[config.mk]
export PLATFORM = sky130hd
export DESIGN_NAME = ltc2308_scan_ctrl_flat
export DESIGN_NICKNAME = d
export VERILOG_FILES = /design/src/rtl/ltc2308_scan_ctrl_if.sv /design/src/rtl/ltc2308_scan_ctrl.sv /design/src/flat_wrapper.sv
export SDC_FILE = /design/constraint.sdc
export NUM_CORES = 1
export LEC_CHECK = 0
export ABC_AREA = 1
export CORE_MARGIN = 2
export CORE_UTILIZATION = 30
export CTS_BUF_LIST = sky130_fd_sc_hd__clkbuf_2 sky130_fd_sc_hd__clkbuf_4 sky130_fd_sc_hd__clkbuf_8
export DETAILED_ROUTE_END_ITERATION = 8
export PLACE_DENSITY = 0.5
export SETUP_SLACK_MARGIN = 0.4
export SYNTH_ARGS = -nofsm -noshare
export SYNTH_HDL_FRONTEND = slang
export SYNTH_SLANG_ARGS = --single-unit
[constraint.sdc]
create_clock -name clk_clk -period 2.3 [get_ports clk_clk]
set_input_delay 0.46 -clock clk_clk [delete_from_list [all_inputs] [get_ports clk_clk]]
set_output_delay 0.46 -clock clk_clk [all_outputs]
set_load 0.02 [all_outputs]
[src/rtl/ltc2308_scan_ctrl_if.sv]
// Scan-request and ADC pin bundle between the LTC2308 sequencer and its host side.
// Latency: none, wires only.
// Backpressure: none; start is a fire-and-forget pulse and results are strobes with no ready.
//
// Signals:
//   start/ch_mask/uni    scan request with channel mask and polarity select (host -> sequencer)
//   adc_convst/sck/sdi   LTC2308 control pins (sequencer -> ADC)
//   adc_sdo              LTC2308 serial result (ADC -> sequencer)
//   busy/result_*/scan_done/overrun   status and result strobes (sequencer -> host)
interface ltc2308_scan_ctrl_if;
    logic        start;
    logic [7:0]  ch_mask;
    logic        uni;
    logic        adc_convst;
    logic        adc_sck;
    logic        adc_sdi;
    logic        adc_sdo;
    logic        busy;
    logic        result_valid;
    logic [2:0]  result_ch;
    logic [11:0] result_data;
    logic        scan_done;
    logic        overrun;

    // Sequencer side.
    modport slave (
        input  start, ch_mask, uni, adc_sdo,
        output adc_convst, adc_sck, adc_sdi,
        output busy, result_valid, result_ch, result_data, scan_done, overrun
    );

    // Host plus ADC side.
    modport master (
        output start, ch_mask, uni, adc_sdo,
        input  adc_convst, adc_sck, adc_sdi,
        input  busy, result_valid, result_ch, result_data, scan_done, overrun
    );
endinterface

[src/rtl/ltc2308_scan_ctrl.sv]
// Scans the enabled LTC2308 channels in ascending order per start pulse, one {ch, result} strobe each.
// Latency: N+1 frames of CONV_CYCLES + 24*CLK_DIV + 1 cycles; the first frame only primes the config pipeline.
// Backpressure: none; start while busy is dropped and flagged on overrun, results are single-cycle strobes.
//
// Ports:
//   clk_clk      system clock, rising edge
//   reset_reset  asynchronous active-high reset; aborts any frame without emitting a result
//   bus          slave modport of ltc2308_scan_ctrl_if (request, ADC pins, result/status)
module ltc2308_scan_ctrl #(
    parameter int CLK_DIV     = 2,
    parameter int CONV_CYCLES = 80
) (
    input  logic              clk_clk,
    input  logic              reset_reset,
    ltc2308_scan_ctrl_if.slave bus
);
    localparam int            CNT_MAX   = (CONV_CYCLES > CLK_DIV) ? CONV_CYCLES : CLK_DIV;
    localparam int            CW        = $clog2(CNT_MAX + 1);
    localparam logic [CW-1:0] CONV_LAST = CW'(CONV_CYCLES - 1);
    localparam logic [CW-1:0] HALF_LAST = CW'(CLK_DIV - 1);

    typedef enum logic [1:0] {IDLE, CONV, SHIFT, NEXT} state_t;
    state_t state, state_nxt;

    logic [CW-1:0] cnt;
    logic [3:0]    bit_cnt;
    logic [7:0]    mask;
    logic          uni_q;
    logic [2:0]    cfg_ch;     // channel whose config word is shifted out this frame
    logic [2:0]    data_ch;    // channel whose conversion is shifted in this frame
    logic          priming;
    logic [5:0]    cfg_sh;
    logic [11:0]   res_sh;
    logic          convst_q, sck_q, sdi_q, busy_q, valid_q, done_q, overrun_q;
    logic [2:0]    res_ch_q;
    logic [11:0]   res_data_q;

    // Next enabled channel strictly after cur, wrapping; returns cur itself if it is the only one.
    function automatic logic [2:0] next_enabled(input logic [7:0] m, input logic [2:0] cur);
        logic [2:0] r;
        logic [2:0] idx;
        logic       found;
        r     = cur;
        found = 1'b0;
        for (int i = 1; i <= 8; i++) begin
            idx = cur + 3'(i);
            if (!found && m[idx]) begin
                r     = idx;
                found = 1'b1;
            end
        end
        return r;
    endfunction

    logic       accept, half_done, last_fall, last_frame;
    logic [2:0] first_ch;
    logic [5:0] cfg_word;

    always_comb begin
        first_ch   = next_enabled(mask, 3'd7);
        cfg_word   = {1'b1, cfg_ch[0], cfg_ch[2], cfg_ch[1], uni_q, 1'b0};
        accept     = (state == IDLE) && !busy_q && bus.start && (bus.ch_mask != 8'd0);
        half_done  = (cnt == HALF_LAST);
        last_fall  = half_done && sck_q && (bit_cnt == 4'd11);
        // The frame that re-sends the first channel's config closes the scan.
        last_frame = !priming && (cfg_ch == first_ch);
        state_nxt  = state;
        case (state)
            IDLE:    if (accept) state_nxt = CONV;
            CONV:    if (cnt == CONV_LAST) state_nxt = SHIFT;
            SHIFT:   if (last_fall) state_nxt = NEXT;
            NEXT:    state_nxt = last_frame ? IDLE : CONV;
            default: state_nxt = IDLE;
        endcase
    end

    always_ff @(posedge clk_clk or posedge reset_reset) begin
        if (reset_reset) state <= IDLE;
        else             state <= state_nxt;
    end

    always_ff @(posedge clk_clk or posedge reset_reset) begin
        if (reset_reset) begin
            cnt        <= '0;
            bit_cnt    <= '0;
            mask       <= '0;
            uni_q      <= 1'b0;
            cfg_ch     <= '0;
            data_ch    <= '0;
            priming    <= 1'b0;
            cfg_sh     <= '0;
            res_sh     <= '0;
            convst_q   <= 1'b0;
            sck_q      <= 1'b0;
            sdi_q      <= 1'b0;
            busy_q     <= 1'b0;
            valid_q    <= 1'b0;
            done_q     <= 1'b0;
            overrun_q  <= 1'b0;
            res_ch_q   <= '0;
            res_data_q <= '0;
        end else begin
            valid_q   <= 1'b0;
            done_q    <= 1'b0;
            overrun_q <= bus.start && busy_q;
            case (state)
                IDLE: begin
                    // busy stays up through the scan_done cycle.
                    if (done_q) busy_q <= 1'b0;
                    if (accept) begin
                        mask     <= bus.ch_mask;
                        uni_q    <= bus.uni;
                        busy_q   <= 1'b1;
                        priming  <= 1'b1;
                        cfg_ch   <= next_enabled(bus.ch_mask, 3'd7);
                        cnt      <= '0;
                        convst_q <= 1'b1;
                    end
                end
                CONV: begin
                    cnt <= cnt + CW'(1);
                    if (cnt == CW'(1)) convst_q <= 1'b0;
                    if (cnt == CONV_LAST) begin
                        cnt     <= '0;
                        bit_cnt <= '0;
                        sck_q   <= 1'b0;
                        cfg_sh  <= cfg_word;
                        sdi_q   <= cfg_word[5];
                    end
                end
                SHIFT: begin
                    if (!half_done) begin
                        cnt <= cnt + CW'(1);
                    end else begin
                        cnt <= '0;
                        if (!sck_q) begin
                            sck_q  <= 1'b1;
                            res_sh <= {res_sh[10:0], bus.adc_sdo};
                        end else begin
                            sck_q   <= 1'b0;
                            cfg_sh  <= {cfg_sh[4:0], 1'b0};
                            sdi_q   <= cfg_sh[4];
                            bit_cnt <= bit_cnt + 4'd1;
                            if (bit_cnt == 4'd11) begin
                                sdi_q <= 1'b0;
                                if (!priming) begin
                                    valid_q    <= 1'b1;
                                    res_ch_q   <= data_ch;
                                    res_data_q <= res_sh;
                                end
                            end
                        end
                    end
                end
                NEXT: begin
                    priming <= 1'b0;
                    data_ch <= cfg_ch;
                    cfg_ch  <= next_enabled(mask, cfg_ch);
                    if (last_frame) begin
                        done_q <= 1'b1;
                    end else begin
                        cnt      <= '0;
                        convst_q <= 1'b1;
                    end
                end
                default: ;
            endcase
        end
    end

    assign bus.adc_convst   = convst_q;
    assign bus.adc_sck      = sck_q;
    assign bus.adc_sdi      = sdi_q;
    assign bus.busy         = busy_q;
    assign bus.result_valid = valid_q;
    assign bus.result_ch    = res_ch_q;
    assign bus.result_data  = res_data_q;
    assign bus.scan_done    = done_q;
    assign bus.overrun      = overrun_q;
endmodule

[src/flat_wrapper.sv]
// flat-port wrapper written by rule: the top's interface ports become plain ports
module ltc2308_scan_ctrl_flat 
#(
    parameter int CLK_DIV     = 2,
    parameter int CONV_CYCLES = 80
)
  (clk_clk, reset_reset, bus_start, bus_ch_mask, bus_uni, bus_adc_sdo, bus_adc_convst, bus_adc_sck, bus_adc_sdi, bus_busy, bus_result_valid, bus_result_ch, bus_result_data, bus_scan_done, bus_overrun);
  ltc2308_scan_ctrl_if bus_i ();
  input  logic clk_clk;
  input  logic reset_reset;
  input wire logic [$bits(bus_i.start)-1:0] bus_start;
  input wire logic [$bits(bus_i.ch_mask)-1:0] bus_ch_mask;
  input wire logic [$bits(bus_i.uni)-1:0] bus_uni;
  input wire logic [$bits(bus_i.adc_sdo)-1:0] bus_adc_sdo;
  output wire logic [$bits(bus_i.adc_convst)-1:0] bus_adc_convst;
  output wire logic [$bits(bus_i.adc_sck)-1:0] bus_adc_sck;
  output wire logic [$bits(bus_i.adc_sdi)-1:0] bus_adc_sdi;
  output wire logic [$bits(bus_i.busy)-1:0] bus_busy;
  output wire logic [$bits(bus_i.result_valid)-1:0] bus_result_valid;
  output wire logic [$bits(bus_i.result_ch)-1:0] bus_result_ch;
  output wire logic [$bits(bus_i.result_data)-1:0] bus_result_data;
  output wire logic [$bits(bus_i.scan_done)-1:0] bus_scan_done;
  output wire logic [$bits(bus_i.overrun)-1:0] bus_overrun;
  assign bus_i.start = bus_start;
  assign bus_i.ch_mask = bus_ch_mask;
  assign bus_i.uni = bus_uni;
  assign bus_i.adc_sdo = bus_adc_sdo;
  assign bus_adc_convst = bus_i.adc_convst;
  assign bus_adc_sck = bus_i.adc_sck;
  assign bus_adc_sdi = bus_i.adc_sdi;
  assign bus_busy = bus_i.busy;
  assign bus_result_valid = bus_i.result_valid;
  assign bus_result_ch = bus_i.result_ch;
  assign bus_result_data = bus_i.result_data;
  assign bus_scan_done = bus_i.scan_done;
  assign bus_overrun = bus_i.overrun;
  ltc2308_scan_ctrl #(.CLK_DIV(CLK_DIV), .CONV_CYCLES(CONV_CYCLES)) u_core (.clk_clk(clk_clk), .reset_reset(reset_reset), .bus(bus_i));
endmodule
==> reports/summary.txt, run 1 <==
Outcome - finished, final reports clean
Setup_tns - 0 ps
Post-synthesis cell area - 3760 um^2
Max Buffers Root-to-Sink - 2
Row count - 40
Die H - 116 um
Clk_lat worst skew - 360 ps
Final #Nets - 613
Data arrival time of the worst path - 2450 ps
GR Overflow Total - 0
Cell family with most CP delay - simple AND/OR/NAND/NOR gates
Number of global-route vias before repair - 3347
Final non-filler cell total - 763
Port Buffers - 34
Yosys reg bits - 67
RSZ-0062 raised after global routing - yes
Final ANT Viol Nets - 0
Cells after DPL - 720
Max-slew violation count - 0
# diodes - 0
Die Footprint - 13400 um^2
Final Hold Vio Count - 0
Area contributors post-synth - dfrtp_1 45%, nand2_1 15%, nand3_1 7.1%
Root buf cell - clkbuf_8
Via Count - 3518
Synth Instances - 506
Initial antenna violation count - 0
First-pass GRT wire length - 15.6 mm
Power Total - 7.18 mW
Syn nets - 529
Sequential share of the synthesized area - 44.6%
Min-Delay Path Class - flop to flop
CTS tree - built
Critical-path cell list - inv_2, ha_4, inv_6, nand3_1, nand2_1, nor2_1, a31oi_1, inv_1, nor2_2, nand3_2, nand2_2, nor2_2, nand3_1, nand2_1
Pwr/cell area - 1350 nW/um^2
Total track usage - 14.8%
Max-Cap Viols - 0
Final period util - 95.6%
Buf/Inv on CP - 3
R2R Path Start - u_core.cfg_ch[0]$_DFFE_PP0P_
Critical path's largest stage delay - 450 ps
# hold bufs at CTS - 0
Die W - 116 um
Pin count of the biggest net entering global routing - 68
Slew headroom - 68.8%
Num CTS Buffers - 9
Layout fillers - 1287
Final HPWL DP - 6.57 mm
Post-layout min period - 2200 ps
Unique masters post-synth - 29
RePlAce Congestion - 0.853
Starting Density - 31.1%
DR WL/cell - 12.4 um
Worst setup startpoint - u_core.cfg_ch[0]$_DFFE_PP0P_
Top cell type's share of synthesized area - 44.6%
Crit. End Element - flop
CP max FO - 6
Vias/cell - 4.61
Router iterations before antenna repair - 4
Final setup viols - 0
Leakage - 2.46 nW
WS Path Type - flop to flop
Startpoint types - flop
R2R setup slack - 100 ps
Clock skew - 8.05 ps
H-tree depth - 3
Ys Warns - 0
Min-delay src - u_core.res_sh[11]$_DFFE_PP0P_
CP required - 2550 ps
Worst path slowest cell - dfrtp_1
Peak Freq - 0.455 GHz
DRC viols - 0
Slew at the pin closest to its max-slew limit - 468 ps
IO Pins - 35
Layout area overhead - 41.1%
Share of layout cells above drive strength 1 - 28.2%
Total core area - 12100 um^2
Worst-path clk slew - 80 ps
Fin Hold WS - 484 ps
CTS sink count - 67
Final wirelength - 9.48 mm
Area leader, netlist - dfrtp_1
Syn avg cell area - 7.43 um^2
DR iter-0 viols - 197
Peak supply drop - 0.549 mV
kinds of logic (layout without fill, tap and decap cells):
family	after synthesis	in the layout	share of synthesized area [%]
XOR/XNOR	9	9	2.89
adder cells (fa/ha/maj)	10	10	3.33
AND/OR/NAND/NOR	267	267	30.6
AO/OA/AOI/OAI	76	76	10.4
buffers and inverters	77	166	8.15
flip-flops	67	67	44.6
report_power, final:
group | switching (mW) | total, mW | internal, mW | leakage, nW
sequential | 0.269 | 1.74 | 1.47 | 0.875
combinational | 2.63 | 4.51 | 1.88 | 1.50
clock | 0.483 | 0.934 | 0.451 | 0.0915
total | 3.39 | 7.18 | 3.80 | 2.46
per-stage QoR:
| stage | instance area [um^2] | worst slack, ps | utilization, % |
|---|---|---|---|
| 2_1_floorplan | 3820 | 351 | - |
| 5_1_grt | 5310 | -14.2 | 43.8 |
| 3_5_place_dp | 4510 | -8.04 | 37.3 |
| 3_3_place_gp | 4510 | 41.0 | 37.3 |
| 4_1_cts | 4850 | 170 | 40.0 |
| 6_report | 5310 | 101 | 43.8 |
timing repair:
item | 4_1_cts | 5_1_grt
pin swaps | 6 | 26
gates cloned | 0 | 3
buffers inserted | 10 | 14
setup endpoints to repair | 30 | 52
resized for setup | 21 | 101
area by class of cell:
cell class,instances,area [um^2],area share [%]
inverters,65,262,4.93
clock inverters,5,37.5,0.708
well taps,168,210,3.96
multi-input cells,362,2140,40.3
flip-flops and latches,67,1680,31.7
repair buffers,85,826,15.6
clock buffers,11,151,2.85
metal layers:
metal / up-vias / wire length [um] / track usage [%]
li1: 1792 / - / -
met2: 51 / 4410 / 23.3
met5: - / 0 / 0
met4: 0 / 170 / 6.03
met3: 13 / 327 / 3.61
met1: 1662 / 4570 / 19.7
registers in the layout, summed over array words and instances, names as in the netlist, 2 cells and up:
name                    count
u_core.cfg_ch               3
u_core.cfg_sh               4
u_core.cnt                  7
u_core.bit_cnt              4
u_core.state                2
u_core.res_sh              12
u_core.mask                 8
u_core.bus.result_data     12
u_core.bus.result_ch        3
u_core.data_ch              3
synth_stat cells (all sizes together):
cell	number
nand2	157
dfrtp	67
inv	65
nand3	54
o21ai	53
nor2	42
a21oi	15
ha	10
buf	7
a31oi	6
nor3	6
clkbuf	5
nand4	5
xor2	5
xnor2	4
nand3b	2
a211oi	1
a22oi	1
nor3b	1
cell usage in the layout (no fill, tap or decap), drive strengths merged:
master | Yosys | routed
o21ai | 53 | 53
xnor2 | 4 | 4
nand2 | 157 | 157
nand3b | 2 | 2
ha | 10 | 10
nor3b | 1 | 1
nand3 | 54 | 54
inv | 65 | 63
dfrtp | 67 | 67
nor2 | 42 | 42
xor2 | 5 | 5
nor3 | 6 | 6
clkbuf | 5 | 13
clkdlybuf4s50 | 0 | 34
nand4 | 5 | 5
a211oi | 1 | 1
a21oi | 15 | 15
a22oi | 1 | 1
a31oi | 6 | 6
clkinvlp | 0 | 4
clkinv | 0 | 3
buf | 7 | 49
final timing paths:
| path | to | depth (start not counted) |
|---|---|---|
| worst max-delay path | u_core.cfg_ch[1]$_DFFE_PP0P_ | 14 |
| worst min-delay path | u_core.bus.result_data[11]$_DFFE_PP0P_ | 2 |
| worst max register to register | u_core.cfg_ch[1]$_DFFE_PP0P_ | 14 |
| worst min register to register | u_core.bus.result_data[11]$_DFFE_PP0P_ | 2 |
| max in group asynchronous | u_core.mask[0]$_DFFE_PP0P_ | 3 |
| min in group asynchronous | u_core.res_sh[4]$_DFFE_PP0P_ | 3 |
worst min-delay path: stages, from the launching register on:
cell and delay [ps]:
dfrtp_1 350, nand2_1 60, nand2_1 50
No activity file was read; power rests on OpenSTA's default activity.
==> run 2, diff against run 1 <==
--- a/config.mk
+++ b/config.mk
@@ -6,6 +6,7 @@
 export NUM_CORES = 1
 export LEC_CHECK = 0
 export ABC_AREA = 1
+export CAP_MARGIN = 20
 export CORE_MARGIN = 2
 export CORE_UTILIZATION = 30
 export CTS_BUF_LIST = sky130_fd_sc_hd__clkbuf_2 sky130_fd_sc_hd__clkbuf_4 sky130_fd_sc_hd__clkbuf_8
==> results of run 2 <==
Final layout, timing and power as in run 1 (identical DEF).
